[config.mk]
export PLATFORM = sky130hd
export DESIGN_NAME = ring_decoder
export DESIGN_NICKNAME = d
export VERILOG_FILES = /design/src/rtl/ring_pkg.sv /design/src/rtl/ring_onehot_check.sv /design/src/rtl/ring_decoder.sv
export SDC_FILE = /design/constraint.sdc
export NUM_CORES = 1
export LEC_CHECK = 0
export ABC_AREA = 0
export CAP_MARGIN = 10
export CORE_MARGIN = 3
export CORE_UTILIZATION = 41
export DETAILED_ROUTE_END_ITERATION = 8
export GPL_TIMING_DRIVEN = 0
export PLACE_DENSITY = 0.69
export SYNTH_ARGS = -nofsm -noshare
export SYNTH_HDL_FRONTEND = slang
export SYNTH_SLANG_ARGS = --single-unit
[constraint.sdc]
create_clock -name clk -period 5.35 [get_ports clk]
set_input_delay 1.605 -clock clk [delete_from_list [all_inputs] [get_ports clk]]
set_output_delay 1.605 -clock clk [all_outputs]
set_load 0.02 [all_outputs]
[src/rtl/ring_pkg.sv]
// Shared definitions for the ring counter / ring decoder pair.
package ring_pkg;

    // Default ring length, shared with the ring counter.
    localparam int unsigned RING_WIDTH = 8;

    // Decoder tracking states.
    typedef enum logic [1:0] {
        HUNT,
        CONFIRM,
        LOCKED
    } ring_state_t;

endpackage

[src/rtl/ring_onehot_check.sv]
// Combinational one-hot checker: flags an exactly-one-bit pattern and
// encodes the position of that bit.
module ring_onehot_check #(
    parameter int unsigned WIDTH = 8,
    parameter int unsigned IDX_W = $clog2(WIDTH)
) (
    input  logic [WIDTH-1:0] ring_in,
    output logic             valid,
    output logic [IDX_W-1:0] index
);

    logic any;
    logic multi;

    // OR-encode every set bit; the index is only meaningful when valid.
    always_comb begin
        index = '0;
        any   = 1'b0;
        multi = 1'b0;
        for (int unsigned i = 0; i < WIDTH; i++) begin
            if (ring_in[i]) begin
                multi = multi | any;
                any   = 1'b1;
                index = index | IDX_W'(i);
            end
        end
        valid = any & ~multi;
    end

endmodule

[src/rtl/ring_decoder.sv]
// Ring decoder: converts a one-hot ring count to a binary index, locks
// onto a rotate-left-by-one sequence and counts sequence errors.
module ring_decoder
    import ring_pkg::*;
#(
    parameter int unsigned WIDTH     = RING_WIDTH,
    parameter int unsigned IDX_W     = $clog2(WIDTH),
    parameter int unsigned LOCK_CNT  = 2,
    parameter int unsigned ERR_CNT_W = 8
) (
    input  logic                 clk,
    input  logic                 init_n,
    input  logic                 en,
    input  logic [WIDTH-1:0]     ring_in,
    input  logic                 clr_err,
    output logic [IDX_W-1:0]     idx,
    output logic                 idx_valid,
    output logic                 locked,
    output logic                 step_err,
    output logic [ERR_CNT_W-1:0] err_count
);

    localparam int unsigned CNT_W = $clog2(LOCK_CNT + 1);

    ring_state_t      state;
    ring_state_t      state_next;
    logic [CNT_W-1:0] cnt;
    logic [CNT_W-1:0] cnt_next;
    logic             samp_valid;
    logic [IDX_W-1:0] samp_idx;
    logic [IDX_W-1:0] exp_idx;
    logic             step_ok;
    logic             err_event;

    ring_onehot_check #(
        .WIDTH (WIDTH),
        .IDX_W (IDX_W)
    ) u_check (
        .ring_in (ring_in),
        .valid   (samp_valid),
        .index   (samp_idx)
    );

    // The expected next position wraps from the top bit back to bit 0.
    assign exp_idx = (idx == IDX_W'(WIDTH - 1)) ? '0 : idx + IDX_W'(1);
    assign step_ok = samp_valid && (samp_idx == exp_idx);

    // State and step-counter register.
    always_ff @(posedge clk) begin
        if (!init_n) begin
            state <= HUNT;
            cnt   <= '0;
        end else begin
            state <= state_next;
            cnt   <= cnt_next;
        end
    end

    // Next-state logic; errors are only raised from LOCKED.
    always_comb begin
        state_next = state;
        cnt_next   = cnt;
        err_event  = 1'b0;
        if (en) begin
            case (state)
                HUNT: begin
                    if (samp_valid) begin
                        state_next = CONFIRM;
                        cnt_next   = '0;
                    end
                end
                CONFIRM: begin
                    if (!samp_valid) begin
                        state_next = HUNT;
                        cnt_next   = '0;
                    end else if (step_ok) begin
                        cnt_next = cnt + CNT_W'(1);
                        if (cnt == CNT_W'(LOCK_CNT - 1)) begin
                            state_next = LOCKED;
                        end
                    end else begin
                        cnt_next = '0;
                    end
                end
                LOCKED: begin
                    if (!step_ok) begin
                        err_event  = 1'b1;
                        state_next = samp_valid ? CONFIRM : HUNT;
                        cnt_next   = '0;
                    end
                end
                default: begin
                    state_next = HUNT;
                    cnt_next   = '0;
                end
            endcase
        end
    end

    // Lock indication decoded straight from the state register.
    always_comb begin
        locked = (state == LOCKED);
    end

    // Index, validity, error pulse and saturating error counter.
    always_ff @(posedge clk) begin
        if (!init_n) begin
            idx       <= '0;
            idx_valid <= 1'b0;
            step_err  <= 1'b0;
            err_count <= '0;
        end else begin
            step_err <= err_event;
            if (en) begin
                idx_valid <= samp_valid;
                if (samp_valid) begin
                    idx <= samp_idx;
                end
            end
            // A clear coinciding with a new error leaves that error counted.
            if (clr_err) begin
                err_count <= err_event ? ERR_CNT_W'(1) : '0;
            end else if (err_event && (err_count != '1)) begin
                err_count <= err_count + ERR_CNT_W'(1);
            end
        end
    end

endmodule
==> impl_metrics.ini <==
[clocking]
cts_resized = 0
cts_buffers = 3
clock_sinks = 17
root_buffer = clkbuf_4
cts_setup_buffers = 0
cts_hold_buf = 0
cts_tree = done
insertion_delay_ps = 300
path_clk_slew_ps = 100
cts_buffer_depth = 2
h-tree-depth = 1

[global_route]
gr-total-overflow = 0
antenna_found_initial = 0
track_usage_pct = 16.0
grt_pass1_wl_microns = 4040
grt_max_degree = 11
grt_pass1_vias = 924

[drt]
drc = 0
drtPass1Iterations = 4
vias_per_cell = 5.62
drt-initial-drc-count = 19
wl_per_cell_microns = 13.4
drt-total-wl_microns = 2390
ant_nets = 0
num_vias = 1000

[floorplanning]
die_area_sq_um = 3150
num_rows = 17
initial_utilization_pct = 44.9
core-area_sq_um = 2300
die_w_microns = 56.1
ios = 26
die_h_microns = 56.1

[finish]
antenna_cells = 0
instances_no_fill = 178
final_cell_area_sq_um = 1340
syn_to_final_growth_pct = 30.3
layout.nets = 167
fin_util_pct = 58.5
drive_gt1_share_pct = 8.00

[synthesis]
synth-simple-area-share_pct = 31.2
yosys.area.top_type = dfxtp_1
ys_types = 38
yosys-mux-area-fraction_pct = 4.49
synth_ff_type = dfxtp_1
syn_avg_cell_area_sq_um = 8.52
synth-edff-count = 0
synth_commonest_cells = 17 x dfxtp_1, 10 x nand2_1, 9 x nand3_1
synth_compound_area_share_pct = 20.6
synth-adder-area-share_pct = 4.85
yosysWarnings = 0
yosys-top-cells-area = dfxtp_1 33%, ha_1 4.9%, nand3_1 4.4%, o21ai_0 3.9%, nand2_1 3.6%
syn_nets = 137
syn-cell-area_sq_um = 1030
ys_seq_elements = 17
synthCells = 121
yosysMostFrequentCell = dfxtp_1
ys_seq_area_share_pct = 33.0
async_reset_ff_share_pct = 0
netlist.area_leader.share_pct = 33.0
synth_top_family_by_area = simple AND/OR/NAND/NOR gates
synth-xor-area-share_pct = 2.55

[setup_path]
crit_path_start_kind = input pin
cpPeakStageDelay_ps = 580
endpoint_kind = register
critPathKind = in2reg
critPathSlowestCell = or4_4
cp_data_arrival_time_ps = 4130
crit_chain = clkdlybuf4s50_1, or4_4, mux2_4, o31ai_4, o211ai_2, buf_6, or3_1, a21oi_1
worstPathRequired_ps = 5590
cp_top_family = simple AND/OR/NAND/NOR gates
critPathBufInv = 2
reg2reg_from = idx[0]
path_max_fanout = 10
critPathLaunch = ring_in[1]

[timing]
post-route-period-util_pct = 72.8
slew_headroom_pct = 60.4
setup_violations = 0
hold_viol = 0
max_freq_mhz = 257
setup_tns_ps = 0
holdWs_ps = 466
drv_slew = 0
finClkSkew_ps = 8.30
tightest_slew_ps = 588
final.setup.worst_slack_ps = 1450
fin_crit_ps = 3900
rsz0062_at_grt = no

[pwr]
power_mw = 0.226
power_density_nw_per_um2 = 168
power.internal_mw = 0.169
clkPwrFrac_pct = 30.6
share_comb_of_total_power_pct = 12.9
sw_frac_of_total_pct = 25.2
ir_worst_vdd_uv = 154
power_leakage_nw = 0.516
switchingPower_mw = 0.0571
pwr-share-seq_pct = 56.5

[run_status]
status = finished clean

[place]
place_congestion = 0.721
place_inst = 174
place_area_sq_um = 1320
place_ws_ps = 1140
dp_hpwl_microns = 1880
port-buffer-count = 25

[worst_hold_path]
hold_start = cnt[1]
hp-class = reg2reg

[run]
maxCapViolCount = 0
[layer usage]
metal  track usage [%]  vias up  routed length (microns)
met2              26.2       26                     1120
met1              20.0      455                     1150
li1                  -      514                        -
met3              4.18        5                       95
met4              5.76        0                       31
met5                 0        -                        0
[final cells by class]
type                            count  area [sq um]
Buffer                              2          15.0
Clock buffer                        3          22.5
Clock inverter                      1          5.00
Fill cell                         223           953
Inverter                            5          18.8
Multi-Input combinational cell     97           657
Sequential cell                    17           340
Tap cell                           28          35.0
Timing Repair Buffer               25           250
[cells in the final DEF (no fill, tap or decap), types with 4 or more instances in the layout]
master	synthesis	layout
a21oi_1	6	6
and3_1	4	4
clkdlybuf4s50_1	0	25
dfxtp_1	17	17
ha_1	4	4
inv_1	5	5
nand2_1	10	10
nand2b_1	5	5
nand3_1	9	9
nor2_1	8	8
o21ai_0	8	8
or3_1	5	5
[cells by family (layout without fill, tap and decap cells)]
family | after synthesis | after routing
AND/OR/NAND/NOR | 57 | 57
AO/OA/AOI/OAI | 29 | 29
flip-flops | 17 | 17
buffers and inverters | 7 | 36
adder cells (fa/ha/maj) | 4 | 4
multiplexers | 4 | 4
XOR/XNOR | 3 | 3
[final timing paths]
check / to / slack (ps) / depth (start not counted)
max: err_count[5] / 1450 / 8
min: cnt[1] / 470 / 2
max reg2reg: err_count[7] / 3250 / 9
min reg2reg: cnt[1] / 470 / 2
[power by group through the flow]
| stage | clock network (mW) | registers (mW) | logic (mW) |
|---|---|---|---|
| floorplan | 0 | 0.131 | 0.0121 |
| global placement | 0 | 0.131 | 0.0284 |
| detailed placement | 0 | 0.131 | 0.0291 |
| CTS | 0.0712 | 0.128 | 0.0292 |
| global route | 0.0779 | 0.128 | 0.0317 |
| finish | 0.0692 | 0.128 | 0.0292 |
[worst register-to-register path, stage by stage, from the launching register on]
cell,delay [ps]
dfxtp_1,350
ha_1,210
ha_1,180
nor2_1,110
xor2_1,260
nand3_1,180
o211ai_2,350
buf_6,190
o21ai_0,90
a21oi_1,130
[registers in the layout (all words and copies together) (netlist names)]
signal     cells
idx            3
err_count      8
cnt            2
step_err       1
idx_valid      1
state          2
Power figures use the tool's default switching activity.
